--- src/rtl/vector_register_read_unit_if.sv ---
// Bundles the request, write-back and operand-output signals of the
// vector register-read stage. The master side is the issue/execute
// environment; the slave side is the read unit itself.
interface vector_register_read_unit_if #(
   parameter int DATA_WIDTH = 64,
   parameter int NUM_REGS   = 32,
   parameter int NUM_PORTS  = 4,
   parameter int TAG_LENGTH = $clog2(NUM_REGS)
);
   // request from decode/issue
   logic                                 req_valid;
   logic                                 req_ready;
   logic [NUM_PORTS-1:0]                 req_port_enable;
   logic [NUM_PORTS-1:0][TAG_LENGTH-1:0] req_address;
   logic                                 req_writes_vd;
   logic [TAG_LENGTH-1:0]                req_vd_address;

   // write-back from the execute lanes
   logic                                 wb_valid;
   logic [TAG_LENGTH-1:0]                wb_tag;
   logic [DATA_WIDTH-1:0]                wb_data;

   // operand packet towards the execute lanes
   logic                                 out_valid;
   logic                                 out_ready;
   logic [NUM_PORTS-1:0][TAG_LENGTH-1:0] out_tag;
   logic [NUM_PORTS-1:0][DATA_WIDTH-1:0] out_data;

   // pending-write scoreboard
   logic [NUM_REGS-1:0]                  busy_vector;

   modport master (
      output req_valid, req_port_enable, req_address, req_writes_vd, req_vd_address,
      output wb_valid, wb_tag, wb_data,
      output out_ready,
      input  req_ready, out_valid, out_tag, out_data, busy_vector
   );

   modport slave (
      input  req_valid, req_port_enable, req_address, req_writes_vd, req_vd_address,
      input  wb_valid, wb_tag, wb_data,
      input  out_ready,
      output req_ready, out_valid, out_tag, out_data, busy_vector
   );
endinterface

--- src/rtl/vector_register_read_unit.sv ---
// Vector register-read stage: multi-port register file with write-back
// bypass, a pending-write scoreboard that stalls RAW/WAW hazards, and a
// single registered valid/ready operand slot towards execute.
module vector_register_read_unit #(
   parameter int DATA_WIDTH = 64,
   parameter int NUM_REGS   = 32,
   parameter int NUM_PORTS  = 4,
   parameter int TAG_LENGTH = $clog2(NUM_REGS)
) (
   input logic                         clock,
   input logic                         reset,
   vector_register_read_unit_if.slave  bus
);

   // The output slot is either empty or holding a packet for execute.
   typedef enum logic {
      SLOT_EMPTY = 1'b0,
      SLOT_FULL  = 1'b1
   } slot_state_t;

   slot_state_t                          state_reg, state_next;

   logic [DATA_WIDTH-1:0]                regfile_reg [NUM_REGS];
   logic [NUM_REGS-1:0]                  busy_reg, busy_next;
   logic [NUM_PORTS-1:0][TAG_LENGTH-1:0] out_tag_reg, out_tag_next;
   logic [NUM_PORTS-1:0][DATA_WIDTH-1:0] out_data_reg, out_data_next;

   logic [NUM_PORTS-1:0]                 port_bypass;
   logic [NUM_PORTS-1:0]                 port_hazard;
   logic [NUM_PORTS-1:0][TAG_LENGTH-1:0] accept_tag;
   logic [NUM_PORTS-1:0][DATA_WIDTH-1:0] accept_data;

   logic vd_bypass;
   logic vd_hazard;
   logic hazard;
   logic slot_free;
   logic req_ready_int;
   logic accept;

   // Per-port read path: a write-back to the same register this cycle both
   // supplies the data (bypass) and removes the pending-write stall.
   generate
      for (genvar gi = 0; gi < NUM_PORTS; gi++) begin : g_port
         assign port_bypass[gi] = bus.wb_valid && (bus.wb_tag == bus.req_address[gi]);
         assign port_hazard[gi] = bus.req_port_enable[gi]
                                  && busy_reg[bus.req_address[gi]]
                                  && !port_bypass[gi];
         assign accept_tag[gi]  = bus.req_port_enable[gi] ? bus.req_address[gi] : '0;
         assign accept_data[gi] = !bus.req_port_enable[gi] ? '0 :
                                  port_bypass[gi]          ? bus.wb_data :
                                                             regfile_reg[bus.req_address[gi]];
      end
   endgenerate

   // A destination that is still pending would reorder two writes (WAW)
   // unless the pending write retires in this very cycle.
   assign vd_bypass = bus.wb_valid && (bus.wb_tag == bus.req_vd_address);
   assign vd_hazard = bus.req_writes_vd && busy_reg[bus.req_vd_address] && !vd_bypass;
   assign hazard    = (|port_hazard) || vd_hazard;

   // The slot can take a new packet when empty or when its packet leaves now.
   assign slot_free     = (state_reg == SLOT_EMPTY) || bus.out_ready;
   assign req_ready_int = !reset && !hazard && slot_free;
   assign accept        = bus.req_valid && req_ready_int;

   assign bus.req_ready   = req_ready_int;
   assign bus.out_valid   = (state_reg == SLOT_FULL);
   assign bus.out_tag     = out_tag_reg;
   assign bus.out_data    = out_data_reg;
   assign bus.busy_vector = busy_reg;

   // Output slot next state: load on accept, drain when consumed, else hold.
   always_comb begin
      state_next    = state_reg;
      out_tag_next  = out_tag_reg;
      out_data_next = out_data_reg;
      case (state_reg)
         SLOT_EMPTY: begin
            if (accept) begin
               state_next    = SLOT_FULL;
               out_tag_next  = accept_tag;
               out_data_next = accept_data;
            end
         end
         SLOT_FULL: begin
            if (accept) begin
               out_tag_next  = accept_tag;
               out_data_next = accept_data;
            end else if (bus.out_ready) begin
               state_next = SLOT_EMPTY;
            end
         end
         default: begin
            state_next = SLOT_EMPTY;
         end
      endcase
   end

   // Scoreboard update: the set from a new producer is applied after the
   // clear from write-back so a same-register collision leaves it pending.
   always_comb begin
      busy_next = busy_reg;
      if (bus.wb_valid) begin
         busy_next[bus.wb_tag] = 1'b0;
      end
      if (accept && bus.req_writes_vd) begin
         busy_next[bus.req_vd_address] = 1'b1;
      end
   end

   // Slot and scoreboard registers.
   always_ff @(posedge clock) begin
      if (reset) begin
         state_reg    <= SLOT_EMPTY;
         out_tag_reg  <= '0;
         out_data_reg <= '0;
         busy_reg     <= '0;
      end else begin
         state_reg    <= state_next;
         out_tag_reg  <= out_tag_next;
         out_data_reg <= out_data_next;
         busy_reg     <= busy_next;
      end
   end

   // Register file: cleared on reset, written by write-back otherwise.
   always_ff @(posedge clock) begin
      if (reset) begin
         for (int i = 0; i < NUM_REGS; i++) begin
            regfile_reg[i] <= '0;
         end
      end else if (bus.wb_valid) begin
         regfile_reg[bus.wb_tag] <= bus.wb_data;
      end
   end

endmodule

--- src/flat_wrapper.sv ---
// flat-port wrapper written by rule: the top's interface ports become plain ports
module vector_register_read_unit_flat 
#(
   parameter int DATA_WIDTH = 64,
   parameter int NUM_REGS   = 32,
   parameter int NUM_PORTS  = 4,
   parameter int TAG_LENGTH = $clog2(NUM_REGS)
)
  (clock, reset, bus_req_valid, bus_req_port_enable, bus_req_address, bus_req_writes_vd, bus_req_vd_address, bus_wb_valid, bus_wb_tag, bus_wb_data, bus_out_ready, bus_req_ready, bus_out_valid, bus_out_tag, bus_out_data, bus_busy_vector);
  vector_register_read_unit_if #(.DATA_WIDTH(DATA_WIDTH), .NUM_REGS(NUM_REGS), .NUM_PORTS(NUM_PORTS), .TAG_LENGTH(TAG_LENGTH)) bus_i ();
  input logic clock;
  input logic reset;
  input wire logic [$bits(bus_i.req_valid)-1:0] bus_req_valid;
  input wire logic [$bits(bus_i.req_port_enable)-1:0] bus_req_port_enable;
  input wire logic [$bits(bus_i.req_address)-1:0] bus_req_address;
  input wire logic [$bits(bus_i.req_writes_vd)-1:0] bus_req_writes_vd;
  input wire logic [$bits(bus_i.req_vd_address)-1:0] bus_req_vd_address;
  input wire logic [$bits(bus_i.wb_valid)-1:0] bus_wb_valid;
  input wire logic [$bits(bus_i.wb_tag)-1:0] bus_wb_tag;
  input wire logic [$bits(bus_i.wb_data)-1:0] bus_wb_data;
  input wire logic [$bits(bus_i.out_ready)-1:0] bus_out_ready;
  output wire logic [$bits(bus_i.req_ready)-1:0] bus_req_ready;
  output wire logic [$bits(bus_i.out_valid)-1:0] bus_out_valid;
  output wire logic [$bits(bus_i.out_tag)-1:0] bus_out_tag;
  output wire logic [$bits(bus_i.out_data)-1:0] bus_out_data;
  output wire logic [$bits(bus_i.busy_vector)-1:0] bus_busy_vector;
  assign bus_i.req_valid = bus_req_valid;
  assign bus_i.req_port_enable = bus_req_port_enable;
  assign bus_i.req_address = bus_req_address;
  assign bus_i.req_writes_vd = bus_req_writes_vd;
  assign bus_i.req_vd_address = bus_req_vd_address;
  assign bus_i.wb_valid = bus_wb_valid;
  assign bus_i.wb_tag = bus_wb_tag;
  assign bus_i.wb_data = bus_wb_data;
  assign bus_i.out_ready = bus_out_ready;
  assign bus_req_ready = bus_i.req_ready;
  assign bus_out_valid = bus_i.out_valid;
  assign bus_out_tag = bus_i.out_tag;
  assign bus_out_data = bus_i.out_data;
  assign bus_busy_vector = bus_i.busy_vector;
  vector_register_read_unit #(.DATA_WIDTH(DATA_WIDTH), .NUM_REGS(NUM_REGS), .NUM_PORTS(NUM_PORTS), .TAG_LENGTH(TAG_LENGTH)) u_core (.clock(clock), .reset(reset), .bus(bus_i));
endmodule
--- config.mk ---
export PLATFORM = sky130hd
export DESIGN_NAME = vector_register_read_unit_flat
export DESIGN_NICKNAME = d
export VERILOG_FILES = /design/src/rtl/vector_register_read_unit_if.sv /design/src/rtl/vector_register_read_unit.sv /design/src/flat_wrapper.sv
export SDC_FILE = /design/constraint.sdc
export NUM_CORES = 2
export LEC_CHECK = 0
export CAP_MARGIN = 0
export CORE_MARGIN = 1
export CORE_UTILIZATION = 37
export DETAILED_ROUTE_END_ITERATION = 7
export HOLD_SLACK_MARGIN = 0.15
export SLEW_MARGIN = 5
export SYNTH_ARGS = -nofsm -noshare
export SYNTH_HDL_FRONTEND = slang
export SYNTH_SLANG_ARGS = --single-unit
--- constraint.sdc ---
create_clock -name clock -period 4.4 [get_ports clock]
set_clock_uncertainty 0.2 [all_clocks]
set_input_delay 0.66 -clock clock [delete_from_list [all_inputs] [get_ports clock]]
set_output_delay 0.66 -clock clock [all_outputs]
set_load 0.05 [all_outputs]
After elaboration in Yosys (flattened, before gate mapping)
Memory sizes are Yosys's and may differ from the RTL's.
Cells that the tools add are included.
{"block": "totals", "register_bits": 309, "latch_bits": 0, "mem_bits_rw": 2048, "rom_bits": 0, "inputBits": 104, "output_inout_bits": 310, "wordCells": 102, "n_memories": 1}
{"memory": "u_core.regfile_reg", "words": 32, "width": 64, "read_ports": 4, "rd_ports_with_merged_regs": 0, "write_ports": 32, "line_no": "vector_register_read_unit.sv:23", "text": "logic [DATA_WIDTH-1:0] regfile_reg [NUM_REGS];"}
{"block": "classes", "addsub": 0, "mul": 0, "div_mod_pow": 0, "magnitude_cmp": 8, "n_eq_ne": 5, "n_shift": 0, "muxes": 42, "bitwise": 4, "n_reduce_logical": 32}
{"op": "64-bit two-way mux", "n": 9}
{"op": "256-bit two-way mux", "n": 1}
{"op": "32-bit two-way mux", "n": 2}
{"op": "64-bit OR reduction", "n": 1}
{"op": "5-bit by 6-bit less-than comparator with 1-bit output (second input constant)", "n": 6}
{"op": "32-bit bitwise AND", "n": 1}
{"op": "32-bit inverter", "n": 1}
{"op": "32-bit bitwise OR", "n": 1}
{"op": "1-bit binary-select mux with 5-bit select", "n": 5}
{"op": "5-bit == test", "n": 5}
{"op": "5-bit two-way mux", "n": 5}
{"op": "1-bit logical AND", "n": 21}
{"op": "20-bit two-way mux", "n": 1}
{"op": "1-bit two-way mux", "n": 16}
{"op": "1-bit demux with 5-bit select", "n": 2}
{"op": "5-bit by 1-bit greater-or-equal comparator with 1-bit output (second input constant)", "n": 2}
{"op": "1-bit logical NOT", "n": 7}
{"op": "4-bit OR reduction", "n": 1}
{"op": "1-bit logical OR", "n": 2}
{"op": "1-bit one-hot mux with 2 select lines", "n": 1}
{"op": "1-bit inverter", "n": 1}

Depth between registers and ports, before layout
{"block": "depth", "ltp_word": 12, "ltp_mapped": 13, "ltp_nobuf": 7}

Worst setup path before layout
Ideal clock, no wire load.
{"block": "synth_timing", "kind": "in2out", "from": "input bus_req_address[5]", "to": "output bus_req_ready", "t_arrival_ns": 3.382, "t_required_ns": 3.540, "path_slack_ns": 0.158, "path_stages": 10, "n_path_buf": 4, "cell_sequence": "clkbuf_1 -> mux4_2 -> mux2_2 -> a221oi_1 -> nor4_1 -> a2111o_1 -> buf_2 -> buf_6 -> clkbuf_1 -> nor2_1"}
{"block": "synth_between", "elab_chain_len": 9, "word_cells_on_any_way": 12, "cone_classes": "eq/ne: 1; mux: 2; reduce/logical: 9"}
{"element": "from (decl)", "line_no": "flat_wrapper.sv:15", "text": "input wire logic [$bits(bus_i.req_address)-1:0] bus_req_address;"}
{"element": "1-bit binary-select mux with 5-bit select / 5-bit == test (equally long branches)", "line_no": "vector_register_read_unit.sv:46, vector_register_read_unit.sv:44"}
{"element": "1-bit two-way mux (not written as such) / 1-bit logical AND (equally long branches)", "line_no": "vector_register_read_unit.sv:46, vector_register_read_unit.sv:44"}
{"element": "1-bit logical AND / 1-bit logical NOT (equally long branches)", "line_no": "vector_register_read_unit.sv:46, vector_register_read_unit.sv:47"}
{"element": "1-bit logical AND (*)", "line_no": "vector_register_read_unit.sv:47", "text": "&& !port_bypass[gi];"}
{"element": "4-bit OR reduction (*)", "line_no": "vector_register_read_unit.sv:59", "text": "assign hazard = (|port_hazard) || vd_hazard;"}
{"element": "1-bit logical OR (*)", "line_no": "vector_register_read_unit.sv:59"}
{"element": "1-bit logical NOT (*)", "line_no": "vector_register_read_unit.sv:63", "text": "assign req_ready_int = !reset && !hazard && slot_free;"}
{"element": "1-bit logical AND (*) (2 in a row)", "line_no": "vector_register_read_unit.sv:63"}
{"element": "to (decl)", "line_no": "flat_wrapper.sv:22", "text": "output wire logic [$bits(bus_i.req_ready)-1:0] bus_req_ready;"}
Mark *: on every way between the ends. The rest lies on a longest branch, timed or not. The select of a mux whose other input is x is not followed.

Final worst setup path
{"block": "layout_timing", "from": "input bus_req_address[17]", "to": "output bus_req_ready"}
The elaborated chain is that of the path after synthesis.

==> metrics.csv <==
stage,metric,value,unit
setup_path,path_class,primary input to output pin,
status,outcome,"finished, violations left",
clock_tree,clkTransAtPathRegs,60,ps
setup_path,path_max_fanout,18,
placement,numPortBuffers,413,
hold_path,hp-class,primary input to flip-flop,
status,violations,DRC,
timing,grt_setup_unrepaired,no,
yosys,yosys.area.top_type,edfxtp_1,
power,ir_drop,0.301,mV
timing,hold_viol_final,0,
cells_and_area,largest_register_ffs,2048,
yosys,yosysTopAreaCellShare,39.6,%
clock_tree,cts_tree,yes,
routing,vias,110840,
timing,min_period,4330,ps
cells_and_area,postLayoutCoreUtil,43.0,%
job,maxCapViolations,0,
global_route,grtUsageTotal,30.6,%
routing,antenna_left,0,
yosys,yosysSeqAreaShare,43.5,%
timing,slew_viol_final,0,
yosys,synthCells,9848,
yosys,yosysWarnings,0,
yosys,synth_edf_count,2048,
yosys,yosys.cell_types.count,62,
cells_and_area,syn2layout_area_growth,15.5,%
setup_path,reg2reg_depth,12,
cells_and_area,fillers,36333,
timing,worstMarginPinSlew,1350,ps
die,initial_core_util,37.2,%
die,core-area,0.418,sq mm
timing,slew_headroom,10.1,%
clock_tree,cts_made_buffers,280,
power,p_total,0.0624,W
timing,setup-violations-final,0,
placement,dp_hpwl,395,mm
routing,drt_iter0_markers,21706,
die,fp.dieW,650,microns
timing,period_share,98.5,%
routing,via_per_inst,7.01,
die,pin_count,414,
setup_path,required,3540,ps
cells_and_area,mostFrequentLayoutCells,"2,577 x mux4_2, 2,053 x and2_1, 2,048 x edfxtp_1, 407 x buf_4, 392 x clkdlybuf4s50_1",
yosys,synth_area_per_cell,15.8,sq um
die,die_area,0.423,sq mm
die,rows,237,
hold_path,worstHoldPathCells,3,
power,p_per_area,347,mW/mm^2
clock_tree,insertion_delay,950,ps
cells_and_area,fin_nets,10120,
clock_tree,cts_htree_levels,5,
yosys,ys.flop_type,edfxtp_1,
yosys,synthesis.nets,9952,
routing,wire_per_inst,41.7,microns
setup_path,reg2reg_slack,450,ps
clock_tree,clk_path_buf_depth,4,
timing,worst_slack,65.4,ps
power,p_leak,59.7,nW
yosys,syn-cell-area,0.155,sq mm
timing,setup_tns,0,ps
placement,place_ws,-317,ps
yosys,synth_area_leaders,"edfxtp_1 40%, mux4_2 37%, and2_1 8.3%",
global_route,grt_max_degree,154,
timing,whs,220,ps
setup_path,cp.arrival,3470,ps
routing,drt-pass1-iter-count,8,
clock_tree,cts_root_buf,clkbuf_16,
placement,gp_congestion,0.897,
global_route,grt_first_pass_wirelength,904,mm
setup_path,endpoint_kind,output pin,
yosys,synth_seq_cells,2357,
timing,fmax,0.231,GHz
global_route,antenna_found_initial,99,
routing,wirelength,660,mm
die,die_y,650,microns
cells_and_area,layout-drive-gt1-share,37.8,%
setup_path,worst_setup_path_start_kind,primary input,
global_route,grt_pass1_vias,107759,
routing,drc,6,
yosys,ys_async_sr_fraction,0,%
cells_and_area,final_common_cell,mux4_2,
global_route,overflow,0,
clock_tree,numClockSinks,2357,
==> cells in the mapped netlist (8+ instances only) <==
cell type     n
a222oi_1     64
inv_1        40
nand2b_1      8
clkbuf_1    895
nor2b_1     220
o21ai_1      18
mux4_2     2577
o32ai_1      27
o21ai_0     282
and2_1     2053
mux2i_1     219
a21o_1       25
a21oi_1     264
or3_1        66
xnor2_1       9
buf_2       154
mux2_1       80
nand3b_1      8
xor2_1       16
nand2_1      58
edfxtp_1   2048
nor2_1       51
buf_6        23
mux2_4      100
mux2_2       14
buf_1       115
dfxtp_1     309
o31ai_1      16
==> critical path: stages <==
cell	delay, ps
dlygate4sd3_1	580
buf_8	170
buf_4	600
or4b_1	220
o21ai_0	100
or4b_2	710
nand2_1	180
nor2_2	80
buf_12	150
==> routing by layer <==
metal	share of wire, %	vias up	track usage, %
met5	0.037	-	0
met4	6.6	34	17.5
met3	15	2037	9.39
met2	44	10712	44.9
met1	35	57443	40.2
li1	-	40614	-
==> cells by family after synthesis <==
group                  after synthesis  share of synthesized area, %
XOR/XNOR                            25                         0.141
buffers and inverters             1231                          3.21
AND/OR/NAND/NOR                   2505                          9.93
AO/OA/AOI/OAI                      740                          2.81
multiplexers                      2990                          40.4
flip-flops                        2357                          43.5
==> worst paths after layout <==
check / endpoint / startpoint
worst max-delay path: bus_req_ready / bus_req_address[17]
worst min-delay path: u_core.bus.out_valid / bus_out_ready
worst max register to register: u_core.bus.out_tag[11] / u_core.bus.busy_vector[0]
worst min register to register: u_core.bus.out_data[124] / u_core.bus.out_data[124]
==> per-stage QoR <==
stage / area (sq um) / instances
floorplan: 155000 / 9848
global placement: 170000 / 15215
detailed placement: 170000 / 15215
CTS: 179000 / 15736
global route: 179000 / 15752
finish: 180000 / 15808
==> what timing repair did <==
item                                   in CTS  in global routing
hold buffers                               14                  0
resized for setup                           9                  0
setup endpoints to repair                   1                  1
pin swaps                                   1                  1
buffers inserted                            0                  1
endpoints found under the hold margin      30                  0
==> where the power goes <==
group / switching [W] / internal, W
Sequential: 0.00112 / 0.0255
Clock: 0.0102 / 0.0136
Combinational: 0.00632 / 0.00563
Total: 0.0177 / 0.0447
==> final cells by class <==
class | instances | area [sq um] | area share (%)
Clock inverter | 155 | 1390 | 0.776
Inverter | 41 | 191 | 0.107
Multi-Input combinational cell | 6260 | 83300 | 46.4
Timing Repair Buffer | 1076 | 12300 | 6.83
Clock buffer | 352 | 7700 | 4.28
Tap cell | 5497 | 6880 | 3.83
Antenna cell | 70 | 175 | 0.0975
Sequential cell | 2357 | 67700 | 37.7
No activity file was read; power rests on OpenSTA's default activity.
